## src/rtl/countdown_timer.sv

```systemverilog
// countdown_timer: loadable down-counter with one-shot and auto-reload modes.
// Runs IDLE -> RUN -> DONE. A registered tc pulse marks each terminal count
// and a sticky done flag marks one-shot completion.
module countdown_timer #(
  parameter int unsigned WIDTH = 8
) (
  input  logic             clk,
  input  logic             reset,
  input  logic             load,
  input  logic [WIDTH-1:0] preset,
  input  logic             start,
  input  logic             stop,
  input  logic             count_en,
  input  logic             auto_reload,
  output logic [WIDTH-1:0] out,
  output logic             busy,
  output logic             tc,
  output logic             done
);

  typedef enum logic [1:0] {
    IDLE = 2'd0,
    RUN  = 2'd1,
    DONE = 2'd2
  } state_t;

  state_t           state, state_nxt;
  logic [WIDTH-1:0] rld, rld_nxt;
  logic [WIDTH-1:0] out_nxt;
  logic             tc_nxt, done_nxt;

  // State and datapath registers; reset clears everything immediately.
  always_ff @(posedge clk or negedge reset) begin
    if (!reset) begin
      state <= IDLE;
      rld   <= '0;
      out   <= '0;
      tc    <= 1'b0;
      done  <= 1'b0;
    end else begin
      state <= state_nxt;
      rld   <= rld_nxt;
      out   <= out_nxt;
      tc    <= tc_nxt;
      done  <= done_nxt;
    end
  end

  // Next-state and datapath decode; priority is load > stop > start > count.
  always_comb begin
    state_nxt = state;
    rld_nxt   = rld;
    out_nxt   = out;
    tc_nxt    = 1'b0;
    done_nxt  = done;
    if (load) begin
      out_nxt   = preset;
      rld_nxt   = preset;
      state_nxt = IDLE;
      done_nxt  = 1'b0;
    end else if (stop) begin
      state_nxt = IDLE;
      done_nxt  = 1'b0;
    end else if (start && (state != RUN)) begin
      out_nxt = rld;
      if (rld == '0) begin
        // Zero reload completes immediately rather than entering RUN.
        state_nxt = DONE;
        done_nxt  = 1'b1;
        tc_nxt    = 1'b1;
      end else begin
        state_nxt = RUN;
        done_nxt  = 1'b0;
      end
    end else if ((state == RUN) && count_en) begin
      if (out > WIDTH'(1)) begin
        out_nxt = out - WIDTH'(1);
      end else if (out == WIDTH'(1)) begin
        tc_nxt = 1'b1;
        if (auto_reload) begin
          out_nxt = rld;
        end else begin
          out_nxt   = '0;
          state_nxt = DONE;
          done_nxt  = 1'b1;
        end
      end
    end
  end

  // busy decodes the state register only, so it has no input-to-output path.
  always_comb begin
    busy = (state == RUN);
  end

endmodule

```

## config.mk

```make
export PLATFORM = sky130hd
export DESIGN_NAME = countdown_timer
export DESIGN_NICKNAME = d
export VERILOG_FILES = /design/src/rtl/countdown_timer.sv
export SDC_FILE = /design/constraint.sdc
export NUM_CORES = 1
export LEC_CHECK = 0
export CAP_MARGIN = 20
export CORE_AREA = 5 5 51 64
export DETAILED_ROUTE_END_ITERATION = 10
export DIE_AREA = 0 0 56 69
export GPL_ROUTABILITY_DRIVEN = 0
export PLACE_DENSITY = 0.76
export SLEW_MARGIN = 20
export SYNTH_ARGS = -nofsm -noshare
export SYNTH_HDL_FRONTEND = slang
export SYNTH_SLANG_ARGS = --single-unit
export TNS_END_PERCENT = 30
```

## constraint.sdc

```tcl
create_clock -name clk -period 1.7 [get_ports clk]
set_input_delay 0.51 -clock clk [delete_from_list [all_inputs] [get_ports clk]]
set_output_delay 0.51 -clock clk [all_outputs]
set_load 0.005 [all_outputs]
```

# Yosys cells after proc, flatten, opt, wreduce, memory -nomap -nowiden
# Index checks and enable logic that the tools add are counted.
# Widths: inputs -> output; s select.
# totals
ff_bits	20
in_bits	15
output_inout_bits	11
word_cells	51
# op_classes
add_sub_neg	1
n_lt_le_gt_ge	1
eq_ne	6
n_mux	29
n_reduce_logical	9
# op_table
cell	count
$mux 8	7
$mux 2	8
$mux 1	14
$reduce_bool 4->1	3
$eq 8x1->1 const B	1
$gt 8x1->1 const B	1
$logic_not 8->1	1
$sub 8x1->8 const B	1
$ne 4x3->1 const B	1
$ne 4x4->1 const B	1
$reduce_and 4->1	1
$reduce_and 3->1	1
$reduce_bool 3->1	1
$eq 2x1->1 const B	1
$logic_and 1x1->1	2
$ne 2x1->1 const B	1
$ne 2x2->1 const B	1

# Logic depth before layout (Yosys ltp)
# Gate-level depths: netlist of run 1.
# logic_depth
ltp_word	7
ltp_mapped	7
ltp_nobuf	6

# Least setup slack after synthesis of run 1
# OpenSTA, ideal clock, no wires.
# synth_path
kind	register -> register
start	register out[5]
end	register out[7]
setup_ns	0.121
arrival_time_ns	1.663
required_time_ns	1.579
path_slack_ns	-0.084
path_stages_with_launch	6
path_buffers	1
synth_period_minus_slack_ns	1.784
cell_sequence	dfrtp_1 nor4_4 nand4b_1 a311o_1 buf_6 a22o_1
# synth_via
elab_chain_cells	6
word_cells_on_any_way	10
classes_between	1 x add/sub; 1 x order compare; 1 x eq/ne; 5 x mux; 2 x reduce/logical
# synth_rtl
element	line	text
from (decl)	15	output logic [WIDTH-1:0] out,
from (signal assigned)	43	out <= out_nxt;
$sub 8x1->8 / $gt 8x1->1 (equally long branches)	77, 76	
$mux 8	76	if (out > WIDTH'(1)) begin
$mux 8	75	end else if ((state == RUN) && count_en) begin
$mux 8	64	end else if (start && (state != RUN)) begin
$mux 8	61	end else if (stop) begin
$mux 8	56	if (load) begin
# Several ways; a longest one is shown, not always the timed one. The select of a mux whose other input is x is not followed.
# A chain may end at the register's enable or synchronous reset.

# Final worst setup path of run 1
# layout_path
start	register out[2]
end	register out[7]
# Same word-level chain as after synthesis.

==> metrics, run 1 <==
DR vias 1,136; Ant. Diodes 0; CP required 1890 ps; RSZ-0062 raised after global routing true; Net Sw Frac 31.7%; Leak 0.735 nW; Core ar. 2600 sq um; Period Utilization, post-route 111%; Final setup viols 8; Avg Inst Size Synth 10.0 sq um; Logic pwr share 38.4%; register share of total power 44.1%; vias in the first global route 1,202; status complete, but fails checks; Cells after Synth 109; number of I/O pins 26; initial antenna violation count 0; DIE AREA 3860 sq um; Largest stage delay, worst path 450 ps; minimum clock period 1880 ps; Clk pwr share 17.5%; Synth Register Bits 19; max-slew violation count 0; drt wl/cell 16.1 um; Largest delay share family, worst path compound AO/OA/AOI/OAI gates; worst slew pin tran 427 ps; Area Growth Syn to Fin 55.1%; CTS clk-pin slew, worst paths 110 ps; Data arrival, critical path 2070 ps; violated checks setup timing; max cap viols 0; FMAX 0.532 GHz; Routed WL 3210 um; fin nets 183; Initial Utilization 41.9%; final worst slack -181 ps; Slowest-stage cell, CP dfrtp_2; clk root buf clkbuf_4; Distinct cells, synth 38; total grt overflow 0; highest ir drop seen on vdd 0.000558 V; Final Hold Viols 0; synth top area cells dfrtp_1, mux2_2, a21oi_1; share of the synthesized area in the top cell type 43.6%; Die Y 69 um; Non-Filler Instances 199; Rows 21; max-slew headroom at the worst pin 71.3%; CTS Sinks 19; drt drc 0; sequential area share after synthesis 43.6%; netlist area before placement 1090 sq um; total iterations of the first detailed-routing run 4; vias per cell 5.71; first-pass GRT wire length 5510 um; Die Wd 56 um; CTS Buf Count 3; layout cells sized above 1 39.4%; worst-skew pair later-pin latency 290 ps; cell taking the most area after synthesis dfrtp_1; syn nets 126; Int Pwr 0.000871 W; DP HPWL 2290 um; largest net degree at the start of global routing 20; worst path cell trace nor4_4 -> buf_4 -> nand4b_1 -> a311o_2 -> a22o_1; Psw 0.000404 W; Post-DRT Antenna Nets 0; Buf/Inv on CP 1; CP Class reg2reg; Placed Instance Area 1570 sq um; warnings from Yosys 0; Design Area, Final 1690 sq um; Total GRT Usage 17.4%; Worst Hold Class in2async; Port-buffer cells 25; CP endpoint kind flop; clock tree buffer depth 2; CP Launch Type flop; clk_skew 6.19 ps; H-tree Lvls 1; 1st-iter DRT viols 50; Worst Path Max Fanout 7; power density cells 754 nW/um^2; CTS tree done; Placed Cells 191
==> registers in the layout, summed over array words and instances, names as in the netlist <==
name   count
out        8
rld        8
tc         1
done       1
state      1
==> power by group through the flow <==
stage / Sequential (W) / Clock, W / Combinational, W
floorplan: 0.000575 / 0 / 0.000177
global placement: 0.000566 / 0 / 0.000437
detailed placement: 0.000569 / 0 / 0.000446
CTS: 0.000562 / 0.000229 / 0.000472
global route: 0.000571 / 0.000258 / 0.000529
finish: 0.000562 / 0.000223 / 0.000489
==> timing repair <==
| action | in CTS | in global routing |
|---|---|---|
| hold buffers | 0 | 0 |
| cloned | 1 | 0 |
| gates resized for setup | 27 | 8 |
| pin swaps | 2 | 2 |
| setup buffers | 2 | 1 |
| setup endpoints to repair | 18 | 12 |
==> logic make-up (layout without fill, tap and decap cells) <==
| kind of cell | after synthesis | count (layout) | share of synthesized area [%] |
|---|---|---|---|
| simple gates | 36 | 36 | 19.5 |
| compound gates | 33 | 34 | 21.8 |
| flops | 19 | 19 | 43.6 |
| buf+inv | 11 | 66 | 4.48 |
| mux | 8 | 8 | 8.27 |
| fa+ha+maj | 2 | 2 | 2.30 |
==> metal layers <==
metal | vias to the layer above | GRT usage, % | part of all wire [%]
li1 | 530 | - | -
met1 | 549 | 19.9 | 38
met2 | 49 | 30.3 | 53
met3 | 8 | 3.36 | 7.2
met4 | 0 | 8.44 | 2.3
met5 | - | 0 | 0
==> cells in the mapped netlist, drive strengths merged <==
cell type / n
or3: 2
a21oi: 7
o21a: 1
dfrtp: 19
a222oi: 3
and3: 1
and3b: 1
mux2: 8
or4: 1
nand4b: 1
buf: 1
a22o: 1
a311o: 1
clkbuf: 3
o211ai: 1
a221oi: 1
o211a: 1
inv: 7
nor2: 7
a211o: 1
o21ai: 6
nand2: 6
and2: 1
nand2b: 2
nor3b: 1
a22oi: 2
a31oi: 3
a2bb2oi: 1
and2b: 1
nor4: 5
nor3: 4
nor2b: 2
ha: 2
o2111ai: 1
nand4: 1
o2bb2ai: 3
==> cell type report <==
class,count,area (sq um)
Sequential cell,19,479
Timing Repair Buffer,55,465
Multi-Input combinational cell,80,651
Tap cell,34,42.5
Fill cell,194,911
Clock buffer,4,26.3
Inverter,7,26.3
==> cells in the final DEF, fill, tap and decap left out, types with 2 or more instances in the layout <==
master and count:
nor3_1 2, o21ai_0 3, dfrtp_2 3, nor4_1 3, buf_4 29, nor2_1 7, dfrtp_1 16, inv_1 5
clkbuf_4 3, o21ai_2 2, nor2b_1 2, nor3_2 2, a21oi_1 6, clkdlybuf4s50_1 15, dlygate4sd2_1 8, a222oi_1 3
a31oi_1 3, o2bb2ai_1 2, buf_6 2, mux2_2 8, nand2_1 5, inv_2 2, a22oi_1 2
==> metrics by stage <==
stage	setup TNS, ps	total power [W]	utilization (%)	worst slack [ps]	hold WS, ps
final	-1130	0.00127	65.0	-181	545
after global routing	-1530	0.00136	65.0	-221	540
after CTS	-645	0.00126	63.9	-123	544
after detailed placement	-4130	0.00102	60.2	-457	538
after global placement	-3660	0.00100	60.2	-399	523
after floorplan	-0.705	0.000752	-	-0.705	214
==> path summary, 6_finish.rpt <==
check,slack (ps),cells after the start,start,end
max,-180,5,out[2]$_DFFE_PN0P_,out[7]$_DFFE_PN0P_
min,540,2,reset,out[6]$_DFFE_PN0P_
max reg2reg,-180,5,out[2]$_DFFE_PN0P_,out[7]$_DFFE_PN0P_
min reg2reg,550,1,rld[5]$_DFFE_PN0P_,rld[5]$_DFFE_PN0P_
max in group asynchronous,930,2,reset,out[0]$_DFFE_PN0P_
min in group clk,550,1,rld[5]$_DFFE_PN0P_,rld[5]$_DFFE_PN0P_
Power figures use the tool's default switching activity.
==> inputs of run 2 (changes only) <==
Settings changed: CORE_AREA 5 5 51 64 to 10 10 56 69, DIE_AREA 0 0 56 69 to 0 0 66 79, RECOVER_POWER from default to 50.
==> run 2 against run 1 <==
- the flow still finishes with violations (setup timing)
- setup slack lost 52 ps
- non-clock buffer count increased by 1
- sequential share of layout area rose by 0.53 points
- critical path type unchanged
==> metrics, run 2 (synthesized netlist as in run 1, its figures left out) <==
Area Growth Syn to Fin 52.2%; drt drc 0 (unchanged); Leak 0.751 nW (+2.1%); vias in the first global route 1,269 (+5.6%); Pwr Total 0.00129 W (+0.91%); clock tree buffer depth 2 (unchanged); clk_skew 1.72 ps (-4.48 ps); max cap viols 0 (unchanged); DIE AREA 5210 sq um (+35%); first-pass GRT wire length 5820 um (+5.6%); CTS Buf Count 3 (unchanged); Core ar. 2600 sq um (unchanged); Worst Hold Class in2async; Post-DRT Antenna Nets 0 (unchanged); worst path cell trace nor4_4 -> buf_4 -> buf_4 -> nand4b_1 -> a311o_2 -> o21ai_0 -> o2bb2ai_1; FMAX 0.518 GHz (-2.7%); drt wl/cell 18.0 um (+12%); Regs by FF count out (8), rld (8); register share of total power 43.5% (-0.6 points); Final Hold Viols 0 (unchanged); Total GRT Usage 13.8% (-3.6 points); Rows 21 (unchanged); Net Sw Frac 32.6% (+0.89 points); RSZ-0062 raised after global routing true; max-slew headroom at the worst pin 65.5% (-5.8 points); violated checks setup timing; CTS tree done; CP most frequent cell buf_4; Ant. Diodes 0 (unchanged); Period Utilization, post-route 114% (+3.0 points); worst-skew pair later-pin latency 310 ps (+20 ps); vias per cell 5.80 (+1.6%); initial antenna violation count 0 (unchanged); Final setup viols 8 (unchanged); CTS clk-pin slew, worst paths 110 ps (about the same); CP required 1940 ps (+50 ps); Fillers 215 (+11%); H-tree Lvls 1 (unchanged); Initial Utilization 41.9% (unchanged); Routed WL 3600 um (+12%); Placed Instance Area 1570 sq um (+0.48%); CP Launch Type flop; Clk pwr share 18.3% (+0.8 points); fin nets 184 (+0.55%); DP HPWL 2420 um (+5.7%); commonest non-fill, non-tap cell in the layout buf_4; final worst slack -232 ps (-51.8 ps); Design Area, Final 1660 sq um (-1.9%); Slowest-stage cell, CP dfrtp_2; Worst Path Max Fanout 7 (unchanged); status complete, but fails checks; DR vias 1,160 (+2.1%); total grt overflow 0 (unchanged); Psw 0.000419 W (+3.7%); CTS Sinks 19 (unchanged); CP Class reg2reg; Die Wd 66 um (+18%); CP endpoint kind flop; number of I/O pins 26 (unchanged); Data arrival, critical path 2170 ps (+100 ps); Largest stage delay, worst path 430 ps (-20 ps); layout cells sized above 1 33.7% (-5.7 points); setup slack, reg-to-reg -230 ps (-50 ps); Port-buffer cells 25 (unchanged); max-slew violation count 0 (unchanged); highest ir drop seen on vdd 0.000508 V (-8.8%); Logic pwr share 38.2% (-0.2 points); total iterations of the first detailed-routing run 4 (unchanged); power density cells 775 nW/um^2 (+2.8%); worst slew pin tran 518 ps (+91.3 ps); largest net degree at the start of global routing 14 (-30%); minimum clock period 1930 ps (+51.8 ps); 1st-iter DRT viols 123 (+150%); final core occ 63.8% (-1.2 points); Die Y 79 um (+14%); Int Pwr 0.000867 W (-0.40%); commonest cells after routing, fill and taps aside buf_4, dfrtp_1, clkdlybuf4s50_1; clk root buf clkbuf_4
run 2: per-stage QoR:
step	worst slack (ps)	std cells	hold slack, ps	TNS, ps
2_1_floorplan	-0.705	109	214	-0.705
3_3_place_gp	-396	192	523	-3190
3_5_place_dp	-442	192	536	-3600
4_1_cts	-196	198	484	-1200
5_1_grt	-285	200	564	-1980
6_report	-232	200	557	-1420
run 2: worst paths after layout:
kind	cells past startpoint	startpoint	to
min in group clk	1	rld[5]$_DFFE_PN0P_	rld[5]$_DFFE_PN0P_
max in group asynchronous	2	reset	out[0]$_DFFE_PN0P_
hold / removal	1	reset	state[0]$_DFFE_PN0P_
setup reg to reg	7	out[2]$_DFFE_PN0P_	out[5]$_DFFE_PN0P_
setup / recovery	7	out[2]$_DFFE_PN0P_	out[5]$_DFFE_PN0P_
hold reg to reg	1	rld[5]$_DFFE_PN0P_	rld[5]$_DFFE_PN0P_
run 2: power groups by stage:
stage,Sequential [W],Combinational [W],Clock (W)
4_1_cts,0.000557,0.000461,0.000245
2_1_floorplan,0.000575,0.000177,0
3_3_place_gp,0.000560,0.000457,0
3_5_place_dp,0.000564,0.000463,0
6_report,0.000559,0.000491,0.000236
5_1_grt,0.000567,0.000530,0.000261
run 2: area by class of cell:
| cell class | instances | area (sq um) | share of cell area, % |
|---|---|---|---|
| Sequential cell | 19 | 479 | 28.9 |
| Inverter | 7 | 26.3 | 1.58 |
| Clock buffer | 3 | 22.5 | 1.36 |
| Multi-Input combinational cell | 80 | 613 | 37.0 |
| Timing Repair Buffer | 56 | 470 | 28.4 |
| Tap cell | 34 | 42.5 | 2.56 |
| Clock inverter | 1 | 5.00 | 0.302 |
run 2: critical path: cells and delay by family, from the launching register on:
family,cells,cell delay [ps]
buffers and inverters,2,270
AOI/OAI and AO/OA,3,720
and+or+nand+nor,2,440
DFF,1,430
run 2: layer usage:
layer | track usage, % | up-vias | share of wire (%)
met4 | 8.82 | 0 | 3.7
met3 | 3.93 | 12 | 7.1
met5 | 0 | - | 0
li1 | - | 535 | -
met2 | 22.6 | 54 | 51
met1 | 15.1 | 559 | 38
run 2: repair_timing:
item                       4_1_cts  5_1_grt
setup buffers                    1        3
resized for setup               19        7
gates cloned                     1        0
setup endpoints to repair       18       12
pin swaps                        4        6
hold buffers                     0        0
